$ cat src/rtl/vmem_pkg.sv
// Shared constants and types for the video RAM arbiter.
// The display fetcher uses the same VMEM_END for its address wrap.
package vmem_pkg;

  localparam int ADDR_W         = 20;
  localparam int DATA_W         = 8;
  localparam int VMEM_END       = 153599;
  localparam int STARVE_MAX_DEF = 4;

  typedef enum logic [1:0] {
    TAG_NONE = 2'd0,
    TAG_DISP = 2'd1,
    TAG_CPU  = 2'd2
  } tag_t;

  // Identifies who owns the read that is in flight and whether it skipped the RAM.
  typedef struct packed {
    tag_t tag;
    logic oor;
  } rd_tag_t;

  localparam rd_tag_t RD_TAG_IDLE = '{tag: TAG_NONE, oor: 1'b0};

  function automatic logic addr_oor(input logic [ADDR_W-1:0] addr);
    return addr > ADDR_W'(VMEM_END);
  endfunction

endpackage

$ cat src/rtl/vmem_if.sv
// Bundle of the display, CPU and RAM-side signals around the arbiter.
// slave = arbiter view, master = requesters plus RAM view.
interface vmem_if;
  import vmem_pkg::*;

  logic              disp_req;
  logic [ADDR_W-1:0] disp_addr;
  logic              disp_ack;
  logic              disp_rvalid;
  logic [DATA_W-1:0] disp_rdata;

  logic              cpu_req;
  logic              cpu_we;
  logic [ADDR_W-1:0] cpu_addr;
  logic [DATA_W-1:0] cpu_wdata;
  logic              cpu_ack;
  logic              cpu_rvalid;
  logic [DATA_W-1:0] cpu_rdata;

  logic [ADDR_W-1:0] mem_addr;
  logic              mem_we;
  logic [DATA_W-1:0] mem_wdata;
  logic [DATA_W-1:0] mem_rdata;

  modport slave (
    input  disp_req, disp_addr,
    input  cpu_req, cpu_we, cpu_addr, cpu_wdata,
    input  mem_rdata,
    output disp_ack, disp_rvalid, disp_rdata,
    output cpu_ack, cpu_rvalid, cpu_rdata,
    output mem_addr, mem_we, mem_wdata
  );

  modport master (
    output disp_req, disp_addr,
    output cpu_req, cpu_we, cpu_addr, cpu_wdata,
    output mem_rdata,
    input  disp_ack, disp_rvalid, disp_rdata,
    input  cpu_ack, cpu_rvalid, cpu_rdata,
    input  mem_addr, mem_we, mem_wdata
  );

endinterface

$ cat src/rtl/vmem_rd_pipe.sv
// Two-deep delay line for read ownership tags; lines the tag up with the
// RAM data that returns two cycles after the request was accepted.
module vmem_rd_pipe
  import vmem_pkg::*;
(
  input  logic    clk,
  input  logic    rst,
  input  rd_tag_t tag_in,
  output rd_tag_t tag_out
);

  rd_tag_t stage1;
  rd_tag_t stage2;

  // NOTE: clearing the tags is what discards reads in flight, so no rvalid
  // can appear after reset release even though RAM data is never reset.
  always_ff @(posedge clk or negedge rst) begin
    if (!rst) begin
      stage1 <= RD_TAG_IDLE;
      stage2 <= RD_TAG_IDLE;
    end else begin
      // NOTE: non-blocking so stage2 takes the old stage1, forming a real shift.
      stage1 <= tag_in;
      stage2 <= stage1;
    end
  end

  assign tag_out = stage2;

endmodule

$ cat src/rtl/vmem_arbiter.sv
// Display/CPU arbiter for the single-port video RAM: display priority,
// bounded CPU starvation, registered RAM port, fixed 3-cycle read latency.
module vmem_arbiter
  import vmem_pkg::*;
#(
  parameter int STARVE_MAX = STARVE_MAX_DEF
) (
  input logic   clk,
  input logic   rst,
  vmem_if.slave bus
);

  localparam int               CNT_W   = $clog2(STARVE_MAX + 1);
  localparam logic [CNT_W-1:0] CNT_MAX = CNT_W'(STARVE_MAX);

  typedef enum logic [1:0] {
    GRANT_NONE,
    GRANT_DISP,
    GRANT_CPU
  } grant_t;

  grant_t            grant;
  logic [CNT_W-1:0]  starve_cnt;
  logic [CNT_W-1:0]  starve_nxt;
  logic [ADDR_W-1:0] win_addr;
  logic              win_we;
  logic [DATA_W-1:0] win_wdata;
  logic              win_oor;
  rd_tag_t           issue_tag;
  rd_tag_t           return_tag;

  // Acks are gated by reset so every output reads 0 while rst is low.
  always_comb begin
    // NOTE: default first so every path assigns grant and no latch is inferred.
    grant = GRANT_NONE;
    if (rst) begin
      if (bus.disp_req && bus.cpu_req) begin
        grant = (starve_cnt == CNT_MAX) ? GRANT_CPU : GRANT_DISP;
      end else if (bus.disp_req) begin
        grant = GRANT_DISP;
      end else if (bus.cpu_req) begin
        grant = GRANT_CPU;
      end
    end
  end

  assign bus.disp_ack = (grant == GRANT_DISP);
  assign bus.cpu_ack  = (grant == GRANT_CPU);

  always_comb begin
    starve_nxt = '0;
    if (bus.cpu_req && (grant != GRANT_CPU)) begin
      starve_nxt = (starve_cnt == CNT_MAX) ? starve_cnt : starve_cnt + 1'b1;
    end
  end

  always_comb begin
    win_addr  = bus.disp_addr;
    win_we    = 1'b0;
    win_wdata = bus.cpu_wdata;
    issue_tag = RD_TAG_IDLE;
    if (grant == GRANT_CPU) begin
      win_addr = bus.cpu_addr;
      win_we   = bus.cpu_we;
    end
    win_oor = addr_oor(win_addr);
    // Writes carry no tag: only reads produce an rvalid.
    if (grant == GRANT_DISP) begin
      issue_tag = '{tag: TAG_DISP, oor: win_oor};
    end else if ((grant == GRANT_CPU) && !bus.cpu_we) begin
      issue_tag = '{tag: TAG_CPU, oor: win_oor};
    end
  end

  // Out-of-range accesses never reach the RAM: address held, write suppressed.
  always_ff @(posedge clk or negedge rst) begin
    if (!rst) begin
      bus.mem_addr  <= '0;
      bus.mem_we    <= 1'b0;
      bus.mem_wdata <= '0;
      starve_cnt    <= '0;
    end else begin
      bus.mem_we <= 1'b0;
      starve_cnt <= starve_nxt;
      if ((grant != GRANT_NONE) && !win_oor) begin
        bus.mem_addr <= win_addr;
        bus.mem_we   <= win_we;
        if (win_we) begin
          bus.mem_wdata <= win_wdata;
        end
      end
    end
  end

  vmem_rd_pipe u_rd_pipe (
    .clk     (clk),
    .rst     (rst),
    .tag_in  (issue_tag),
    .tag_out (return_tag)
  );

  // Registering mem_rdata here gives the third cycle of read latency.
  always_ff @(posedge clk or negedge rst) begin
    if (!rst) begin
      bus.disp_rvalid <= 1'b0;
      bus.disp_rdata  <= '0;
      bus.cpu_rvalid  <= 1'b0;
      bus.cpu_rdata   <= '0;
    end else begin
      bus.disp_rvalid <= (return_tag.tag == TAG_DISP);
      bus.cpu_rvalid  <= (return_tag.tag == TAG_CPU);
      if (return_tag.tag == TAG_DISP) begin
        bus.disp_rdata <= return_tag.oor ? '0 : bus.mem_rdata;
      end
      if (return_tag.tag == TAG_CPU) begin
        bus.cpu_rdata <= return_tag.oor ? '0 : bus.mem_rdata;
      end
    end
  end

endmodule
$ cat src/flat_wrapper.sv
// flat-port wrapper written by rule: the top's interface ports become plain ports
module vmem_arbiter_flat import vmem_pkg::*;
#(
  parameter int STARVE_MAX = STARVE_MAX_DEF
)
  (clk, rst, bus_disp_req, bus_disp_addr, bus_cpu_req, bus_cpu_we, bus_cpu_addr, bus_cpu_wdata, bus_mem_rdata, bus_disp_ack, bus_disp_rvalid, bus_disp_rdata, bus_cpu_ack, bus_cpu_rvalid, bus_cpu_rdata, bus_mem_addr, bus_mem_we, bus_mem_wdata);
  vmem_if bus_i ();
  input logic clk;
  input logic rst;
  input wire logic [$bits(bus_i.disp_req)-1:0] bus_disp_req;
  input wire logic [$bits(bus_i.disp_addr)-1:0] bus_disp_addr;
  input wire logic [$bits(bus_i.cpu_req)-1:0] bus_cpu_req;
  input wire logic [$bits(bus_i.cpu_we)-1:0] bus_cpu_we;
  input wire logic [$bits(bus_i.cpu_addr)-1:0] bus_cpu_addr;
  input wire logic [$bits(bus_i.cpu_wdata)-1:0] bus_cpu_wdata;
  input wire logic [$bits(bus_i.mem_rdata)-1:0] bus_mem_rdata;
  output wire logic [$bits(bus_i.disp_ack)-1:0] bus_disp_ack;
  output wire logic [$bits(bus_i.disp_rvalid)-1:0] bus_disp_rvalid;
  output wire logic [$bits(bus_i.disp_rdata)-1:0] bus_disp_rdata;
  output wire logic [$bits(bus_i.cpu_ack)-1:0] bus_cpu_ack;
  output wire logic [$bits(bus_i.cpu_rvalid)-1:0] bus_cpu_rvalid;
  output wire logic [$bits(bus_i.cpu_rdata)-1:0] bus_cpu_rdata;
  output wire logic [$bits(bus_i.mem_addr)-1:0] bus_mem_addr;
  output wire logic [$bits(bus_i.mem_we)-1:0] bus_mem_we;
  output wire logic [$bits(bus_i.mem_wdata)-1:0] bus_mem_wdata;
  assign bus_i.disp_req = bus_disp_req;
  assign bus_i.disp_addr = bus_disp_addr;
  assign bus_i.cpu_req = bus_cpu_req;
  assign bus_i.cpu_we = bus_cpu_we;
  assign bus_i.cpu_addr = bus_cpu_addr;
  assign bus_i.cpu_wdata = bus_cpu_wdata;
  assign bus_i.mem_rdata = bus_mem_rdata;
  assign bus_disp_ack = bus_i.disp_ack;
  assign bus_disp_rvalid = bus_i.disp_rvalid;
  assign bus_disp_rdata = bus_i.disp_rdata;
  assign bus_cpu_ack = bus_i.cpu_ack;
  assign bus_cpu_rvalid = bus_i.cpu_rvalid;
  assign bus_cpu_rdata = bus_i.cpu_rdata;
  assign bus_mem_addr = bus_i.mem_addr;
  assign bus_mem_we = bus_i.mem_we;
  assign bus_mem_wdata = bus_i.mem_wdata;
  vmem_arbiter #(.STARVE_MAX(STARVE_MAX)) u_core (.clk(clk), .rst(rst), .bus(bus_i));
endmodule
$ cat config.mk
export PLATFORM = sky130hd
export DESIGN_NAME = vmem_arbiter_flat
export DESIGN_NICKNAME = d
export VERILOG_FILES = /design/src/rtl/vmem_pkg.sv /design/src/rtl/vmem_if.sv /design/src/rtl/vmem_rd_pipe.sv /design/src/rtl/vmem_arbiter.sv /design/src/flat_wrapper.sv
export SDC_FILE = /design/constraint.sdc
export NUM_CORES = 1
export LEC_CHECK = 0
export BUFFER_PORTS_ARGS = -buffer_cell sky130_fd_sc_hd__buf_4
export CAP_MARGIN = 20
export CORE_ASPECT_RATIO = 2
export CORE_MARGIN = 4
export CORE_UTILIZATION = 30
export DETAILED_ROUTE_END_ITERATION = 8
export PLACE_DENSITY = 0.57
export SYNTH_ARGS = -nofsm -noshare
export SYNTH_HDL_FRONTEND = slang
export SYNTH_SLANG_ARGS = --single-unit
$ cat constraint.sdc
create_clock -name clk -period 5.4 [get_ports clk]
set_clock_uncertainty 0.1 [all_clocks]
set_input_delay 0.54 -clock clk [delete_from_list [all_inputs] [get_ports clk]]
set_output_delay 0.54 -clock clk [all_outputs]
set_load 0.005 [all_outputs]
## Word level (Yosys, flattened, before mapping)

Index checks and enable logic that the tools add are counted.

| operators by class | value |
|---|---|
| $add $sub $neg | 1 |
| multiply operators | 0 |
| div/mod/pow operators | 0 |
| $lt $le $gt $ge | 1 |
| equality and inequality tests | 7 |
| shift-type cells | 0 |
| multiplexer cells | 13 |
| bitwise gates (word level) | 0 |
| reductions and logical operators | 8 |

Operators with widths:

| cell | number |
|---|---|
| 20-bit by 18-bit greater-than comparator with 1-bit output, second input constant | 1 |
| 20-bit 2-to-1 mux | 1 |
| 3-bit 2-to-1 mux | 4 |
| 2-bit 2-to-1 mux | 5 |
| 8-bit 2-to-1 mux | 1 |
| 2-bit by 1-bit == test with 1-bit output, second input constant | 2 |
| 2-bit == test, second input constant | 2 |
| 1-bit logical AND | 4 |
| 2-bit inequality test, second input constant | 2 |
| 3-bit by 1-bit adder with 3-bit output, second input constant | 1 |
| 3-bit == test, second input constant | 1 |
| 1-bit logical NOT | 2 |
| 1-bit 2-to-1 mux | 2 |
| 2-bit AND reduction | 1 |
| 2-bit nonzero test | 1 |

| storage, ports and cells | value |
|---|---|
| register bits after elaboration | 56 |
| bits in latches | 0 |
| bits in writable memories | 0 |
| memory bits (read-only) | 0 |
| output and inout port bits | 49 |
| memories kept | 0 |

## Depth between registers and ports, before layout

Gate-level depths: netlist of run 1.

| logic depth | value |
|---|---|
| depth after elaboration | 10 |
| gate-level depth with buffers | 10 |
| depth with buffers taken out | 8 |

## Modules after synthesis

Synthesis of run 1 repeated with hierarchy kept, for this count alone.

| unflattened totals | value |
|---|---|
| cells, all modules | 242 |
| area, all modules | 2486.1 µm² |

By module, submodules not included:

| module | instances | cells an instance | area an instance (µm²) |
|---|---|---|---|
| vmem_arbiter | 1 | 236 | 2336.0 |
| vmem_rd_pipe | 1 | 6 | 150.1 |

## Least setup slack after synthesis of run 1

OpenSTA, ideal clock, no wires.

| path | value |
|---|---|
| path type | register -> output |
| start point | reg u_core.starve_cnt[0] |
| end point | out bus_cpu_ack |
| arrival | 1.577 ns |
| data required time | 4.760 ns |
| setup slack | 3.183 ns |
| stages on the path, launching flop included | 8 |
| buffers on the path | 2 |
| cell sequence | dfrtp_1 > inv_1 > ha_1 > a21boi_0 > or2_2 > buf_2 > clkinv_1 > clkbuf_1 |

| between the ends | value |
|---|---|
| cells in the longest elaborated chain, start to end | 5 |

RTL lines:

| item | RTL line | text |
|---|---|---|
| from (decl) | vmem_arbiter.sv:23 | `logic [CNT_W-1:0] starve_cnt;` |
| from (signal assigned) | vmem_arbiter.sv:84 | `starve_cnt <= starve_nxt;` |
| 3-bit == test | vmem_arbiter.sv:38 | `grant = (starve_cnt == CNT_MAX) ? GRANT_CPU : GRANT_DISP;` |
| 2-bit 2-to-1 mux | vmem_arbiter.sv:38 |  |
| 2-bit 2-to-1 mux | vmem_arbiter.sv:37 | `if (bus.disp_req && bus.cpu_req) begin` |
| 2-bit 2-to-1 mux | vmem_arbiter.sv:36 | `if (rst) begin` |
| 2-bit == test | vmem_arbiter.sv:48 | `assign bus.cpu_ack = (grant == GRANT_CPU);` |
| to (decl) | flat_wrapper.sv:20 | `output wire logic [$bits(bus_i.cpu_ack)-1:0] bus_cpu_ack;` |

No other way between the ends.

## Worst setup path after layout of run 1

Same ends and word-level chain as after synthesis.

==> summary.md, run 1 <==
| Metric | Value |
|---|---|
| Largest cells by area after synthesis | dfrtp_1, nand2_1, a41oi_1, mux2_4, a21oi_1 |
| WL final | 6.99 mm |
| Cell area after layout | 3500 um^2 |
| Post-synthesis cell type count | 31 |
| Post-route ant nets | 0 |
| Number of port buffers | approximately 110 |
| Die height | 136 um |
| CTS H-Tree Depth | 2 |
| Synth top area share | 56.6% |
| Detailed Routing Iterations Pass 1 | 4 |
| Cts bufs inserted | 5 |
| Setup CP Type | flip-flop to primary output |
| Most frequent cells in the layout | buf_4, nand2_1, dfrtp_1, a21oi_1, a41oi_1 |
| Grt total ovfl | 0 |
| CTS resizes | 0 |
| Largest net degree at the start of global routing | 59 |
| Post-CTS setup buffers | 0 |
| HP Class | input pin to asynchronous set/reset pin |
| Die area | between 9000 and 10000 um^2 |
| Via count | approximately 2100 |
| Met1 Wirelength | 2.51 mm |
| Max IR drop VDD | 0.189 mV |
| Worst Setup End Kind | primary output |
| Peak Freq | a little over 0.3 GHz |
| Global placement routability congestion | 0.787 |
| Final slew viol count | 0 |
| Worst-margin pin slew | roughly 0.73 ns |
| Ant diodes | 0 |
| Clock Tree Buf Depth | 2 |
| Multi-input gate area | 977 um^2 |
| Commonest non-fill, non-tap cell in the layout | buf_4 |
| Synth Register Bits | 56 |
| MaxCap Viol Count | 0 |
| Share of post-route cells with drive strength above 1 | 38.5% |
| Initial Util | a little under a third |
| Worst EP required | between 4 and 5 ns |
| RR Endpoint | u_core.bus.mem_addr[13] |
| Met3 wire len | 352 um |
| CTS sink cnt | 56 |
| Final Util | 43.7% |
| Final worst slack | 2.09 ns |
| Die X | a little over 70 um |
| Dpl hpwl | about 5.2 mm |
| Sequential share of the synthesized area | 56.6% |
| Top routing layer in use | met4 |
| Worst R2R Start | u_core.starve_cnt[0] |
| Synth warn | 0 |
| Most area-hungry cell type in the Yosys netlist | dfrtp_1 |
| Ports | 110 |
| Final worst path period share | 61.3% |
| WP data arrival | 2.67 ns |
| Final Hold Fails | 0 |
| Layout net count | slightly above 400 |
| Initial antenna violation count | 0 |
| CP Max Fanout | 25 |
| CORE AREA | 8000 um^2 |
| Hold_buf cts | 0 |
| FF-to-FF setup slack | between 2 and 3 ns |
| Area Overhead vs Synth | 41.3% |
| Syn Area/Cell | 10.3 um^2 |
| Worst slack, placed | 2.19 ns |
| Fill count | 819 |
| Syn nets | 303 |
| Register area | 1400 um^2 |
| RSZ-0062 raised after global routing | false |
| Setup crit start kind | flip-flop |
| Pwr Total | 0.00117 W |
| Slew headroom | 51.2% |
| Routed vias/inst | 4.86 |
| Std cell rows | 46 |
| Vias in the first global route | 2183 |
| CTS tree | done |
| Drt wl/cell | between 15 and 20 um |
| Clk slew on worst S/H paths | 0.07 ns |
| R2R cell count | 7 |
| LEAKAGE | 1.71 nW |
| Clk root buf | clkbuf_16 |
| TNS Setup | 0 ns |
| Drt drc | 0 |
| First-pass GRT wire length | 11.2 mm |
| Gr usage total | 14.7% |
| Clock Latency Late Sink | slightly below 0.3 ns |
| Outcome | completed |
| Post-layout min period | around 3.3 ns |
| Placement Cell Area | between 3000 and 4000 um^2 |
| DRT iter0 DRCs | 100 |
| Final setup fails | 0 |
| Synthesized instance count | 240 |
| Power per Cell Area | 335 nW/um^2 |
| DR WL met2 | roughly 4.0 mm |
| Synthesized cell area | 2470 um^2 |
==> cell families after synthesis <==
logic type | Yosys count | synth area share [%]
AND/OR/NAND/NOR | 88 | 16.4
AO/OA/AOI/OAI | 64 | 16.6
flip-flops | 56 | 56.6
buffers and inverters | 21 | 4.15
multiplexers | 8 | 4.85
adder cells (fa/ha/maj) | 2 | 1.01
XOR/XNOR | 1 | 0.354
==> layer usage <==
layer,global-route usage (%),up-vias
li1,-,1038
met1,16.5,1014
met2,27.0,71
met3,2.66,11
met4,5.13,0
met5,0,-
==> cell type report <==
type,instances,share of cell area (%)
sequential,56,40.1
multi-input combinational,163,27.9
timing repair buffer,110,23.6
clock buffer,5,3.58
tap,96,3.43
clock inverter,3,0.716
inverter,6,0.644
==> per-stage QoR <==
step | std cells | hold WS [ns]
2_1_floorplan | 240 | 0.144
3_3_place_gp | 431 | 0.234
3_5_place_dp | 431 | 0.235
4_1_cts | 439 | 0.235
5_1_grt | 439 | 0.265
6_report | 439 | 0.205
==> power by group <==
group	switching [W]	internal (W)	leakage, nW
sequential	0.0000484	0.000498	0.699
clock	0.000155	0.000176	0.0708
combinational	0.000126	0.000171	0.939
total	0.000329	0.000844	1.71
==> worst max-delay path by stage <==
stage / from / to / slack, ns / cells past startpoint
5_1_grt: u_core.starve_cnt[0] / bus_cpu_ack / 1.87 / 6
4_1_cts: u_core.starve_cnt[0] / bus_cpu_ack / 2.05 / 6
6_report: u_core.starve_cnt[0] / bus_cpu_ack / 2.09 / 6
3_3_place_gp: rst / u_core.bus.mem_wdata[7] / 2.26 / 6
2_1_floorplan: u_core.starve_cnt[0] / bus_cpu_ack / 3.18 / 7
3_5_place_dp: rst / u_core.bus.mem_wdata[2] / 2.19 / 6
==> synthesized netlist by cell type (all sizes together) <==
| library cell | count |
|---|---|
| ha | 2 |
| or4 | 1 |
| nand2 | 59 |
| or2 | 2 |
| and2 | 2 |
| a31o | 1 |
| inv | 5 |
| buf | 10 |
| and3 | 2 |
| nor2 | 6 |
| a2111oi | 1 |
| o22ai | 1 |
| o21ai | 16 |
| nand3 | 3 |
| clkinv | 1 |
| xnor2 | 1 |
| a21oi | 21 |
| a211o | 2 |
| a21boi | 1 |
| nor4 | 1 |
| nor3 | 1 |
| nand2b | 10 |
| dfrtp | 56 |
| clkbuf | 5 |
| a31oi | 3 |
| mux2 | 8 |
| nor4b | 1 |
| o2bb2ai | 1 |
| a41oi | 17 |
==> worst max-delay path, cell delays in order (launching register included) <==
cell      delay (ns)
dfrtp_1         0.39
inv_1           0.06
ha_1            0.25
a21boi_0        0.23
or2_2           0.47
clkinv_1        0.62
buf_4           0.34
==> state kept, by name (all words and copies together) (netlist names) <==
| name | count |
|---|---|
| u_core.bus.disp_rdata | 8 |
| u_core.bus.disp_rvalid | 1 |
| u_core.u_rd_pipe.stage1 | 3 |
| u_core.bus.mem_we | 1 |
| u_core.u_rd_pipe.tag_out | 3 |
| u_core.bus.cpu_rvalid | 1 |
| u_core.bus.cpu_rdata | 8 |
| u_core.bus.mem_addr | 20 |
| u_core.starve_cnt | 3 |
| u_core.bus.mem_wdata | 8 |
(Power assumes the default switching activity.)
==> inputs of run 2 (changes only) <==
Settings changed: PLACE_DENSITY 0.57 to 0.59.
Clock period 5.4 ns to 2.71 ns, I/O delays scaled along.
==> run 2 against run 1 <==
- worst hold slack worse by 0.16 ns
- die area stayed put
- combinational power is 100% higher
- global-route usage is 0.18 points higher
- core utilization is 0.81 points higher
- clock-buffer cell count stayed put
- clock power is 98% higher
- routed wire length is 2.6% higher
- final cell count is 1.8% higher
- non-clock buffer count is 8 higher
- total power is 99% higher
- critical endpoint is now u_core.bus.mem_wdata[6]
- largest power group unchanged
==> summary.md, run 2 (same netlist as run 1, synthesis figures left out) <==
| Metric | Value |
|---|---|
| Outcome | completed |
| Layout net count | 413 |
| CP max stage delay | 0.61 ns |
| Cts bufs inserted | 5 |
| Max reg flops | 20 |
| Routed vias/inst | 4.86 |
| Area Overhead vs Synth | 43.9% |
| Clk slew on worst S/H paths | 0.07 ns |
| Initial antenna violation count | 0 |
| Worst-path cell chain | inv_1 -> ha_1 -> a21boi_0 -> a2111oi_1 -> and3_1 -> mux2_4 |
| Largest net degree at the start of global routing | 54 |
| Number of port buffers | 109 |
| Cells after DPL | between 400 and 500 |
| Setup CP Type | flip-flop to flip-flop |
| Final Hold Fails | 0 |
| Die X | 72.2 um |
| Crit path buf inv count | 1 |
| Clock Latency Late Sink | between 0.2 and 0.3 ns |
| CORE AREA | ~8000 um^2 |
| Die area | 9860 um^2 |
| CTS sink cnt | between 50 and 60 |
| Peak Freq | 0.403 GHz |
| Largest Register | u_core.bus.mem_addr |
| Drt wl/cell | 16.0 um |
| Dpl hpwl | 5.50 mm |
| Detailed Routing Iterations Pass 1 | 6 |
| Std cell rows | 46 |
| CP Max Fanout | 9 |
| CTS tree | done |
| DRT iter0 DRCs | 58 |
| Worst-margin pin slew | ~0.68 ns |
| Initial Util | 30.9% |
| Global placement routability congestion | 0.778 |
| Share of post-route cells with drive strength above 1 | 39.6% |
| Post-route ant nets | 0 |
| Clk root buf | clkbuf_16 |
| Die height | between 100 and 150 um |
| CTS H-Tree Depth | 2 |
| HP Class | input pin to flip-flop |
| Commonest non-fill, non-tap cell in the layout | buf_4 |
| Clock Tree Buf Depth | 2 |
| Worst Setup End Kind | flip-flop |
| Vias in the first global route | 2259 |
| Gr usage total | 14.9% |
| First-pass GRT wire length | 11.2 mm |
| Fill count | 775 |
| Ant diodes | 0 |
| LEAKAGE | between 1.5 and 2 nW |
| Top delay family on crit path | simple AND/OR/NAND/NOR gates |
| WP data arrival | 2.56 ns |
| Fin cells | 447 |
| Post-layout min period | 2.48 ns |
| Via count | 2171 |
| Power per Cell Area | 656 nW/um^2 |
| Max IR drop VDD | 0.356 mV |
| Final worst path period share | 91.6% |
| MaxCap Viol Count | 0 |
| Slowest CP cell | and3_1 |
| Worst EP required | ~2.8 ns |
| TNS Setup | 0 ns |
| Slew headroom | a little over half |
| WL final | ~7.2 mm |
| Setup crit start kind | flip-flop |
| RSZ-0062 raised after global routing | false |
| Final slew viol count | 0 |
| Worst-case hold slack | just under 0.05 ns |
| Final setup fails | 0 |
| Drt drc | 0 |
| Ports | 110 |
| Most frequent cells in the layout | buf_4, nand2_1, dfrtp_1, a21oi_1, a41oi_1 |
| Grt total ovfl | 0 |
run 2: cell count changes in the layout (fill, tap and decap cells not counted):
cell / previous run / this run
clkinv_4: 0 / 1
buf_6: 0 / 1
dlygate4sd3_1: 0 / 1
buf_4: 110 / 116
clkinvlp_4: 1 / 2
inv_6: 2 / 0
run 2: path summary, 6_finish.rpt:
| path | endpoint | slack (ns) | cells after the start | from |
|---|---|---|---|---|
| max reg2reg | u_core.bus.mem_wdata[6] | 0.23 | 6 | u_core.starve_cnt[0] |
| max in group asynchronous | u_core.bus.mem_addr[17] | 1.41 | 3 | rst |
| max | u_core.bus.mem_wdata[6] | 0.23 | 6 | u_core.starve_cnt[0] |
| min | u_core.u_rd_pipe.stage1[2] | 0.05 | 2 | bus_cpu_we |
| min reg2reg | u_core.u_rd_pipe.tag_out[1] | 0.25 | 0 | u_core.u_rd_pipe.stage1[1] |
| min in group asynchronous | u_core.starve_cnt[2] | 0.25 | 2 | rst |
run 2: area by class of cell:
class	count	area, um^2	area share, %
sequential	56	1400	39.3
clock buffer	5	125	3.51
inverter	6	22.5	0.632
tap	96	120	3.37
clock inverter	3	23.8	0.667
timing repair buffer	118	892	25.0
multi-input combinational	163	977	27.4
run 2: routing by layer:
layer / global-route usage [%] / wire length [um] / vias up
met3: 2.89 / 351 / 15
met2: 27.6 / 4160 / 77
li1: - / - / 1056
met4: 7.22 / 252 / 0
met5: 0 / 0 / -
met1: 15.5 / 2400 / 1023
run 2: per-stage QoR:
stage                     area [um^2]  worst slack (ns)  utilization, %  power [W]
after global routing             3560            0.0740            44.5    0.00247
after global placement           3400             0.340            42.5    0.00170
final                            3560             0.228            44.5    0.00234
after CTS                        3560             0.192            44.5    0.00237
after detailed placement         3400             0.254            42.5    0.00171
after floorplan                  2470             0.559               -    0.00131
run 2: power breakdown:
group	switching [W]	total, W	internal [W]	leakage [nW]
clock network	0.000307	0.000652	0.000345	0.0660
logic	0.000254	0.000604	0.000349	0.980
registers	0.0000891	0.00108	0.000991	0.699
total	0.000651	0.00234	0.00169	1.75
run 2: what timing repair did:
action | 4_1_cts | 5_1_grt
buffers inserted | 0 | 0
hold endpoints to repair | 3 | 0
endpoints found under the setup margin | 0 | 1
hold buffers | 1 | 0
gates resized for setup | 0 | 1
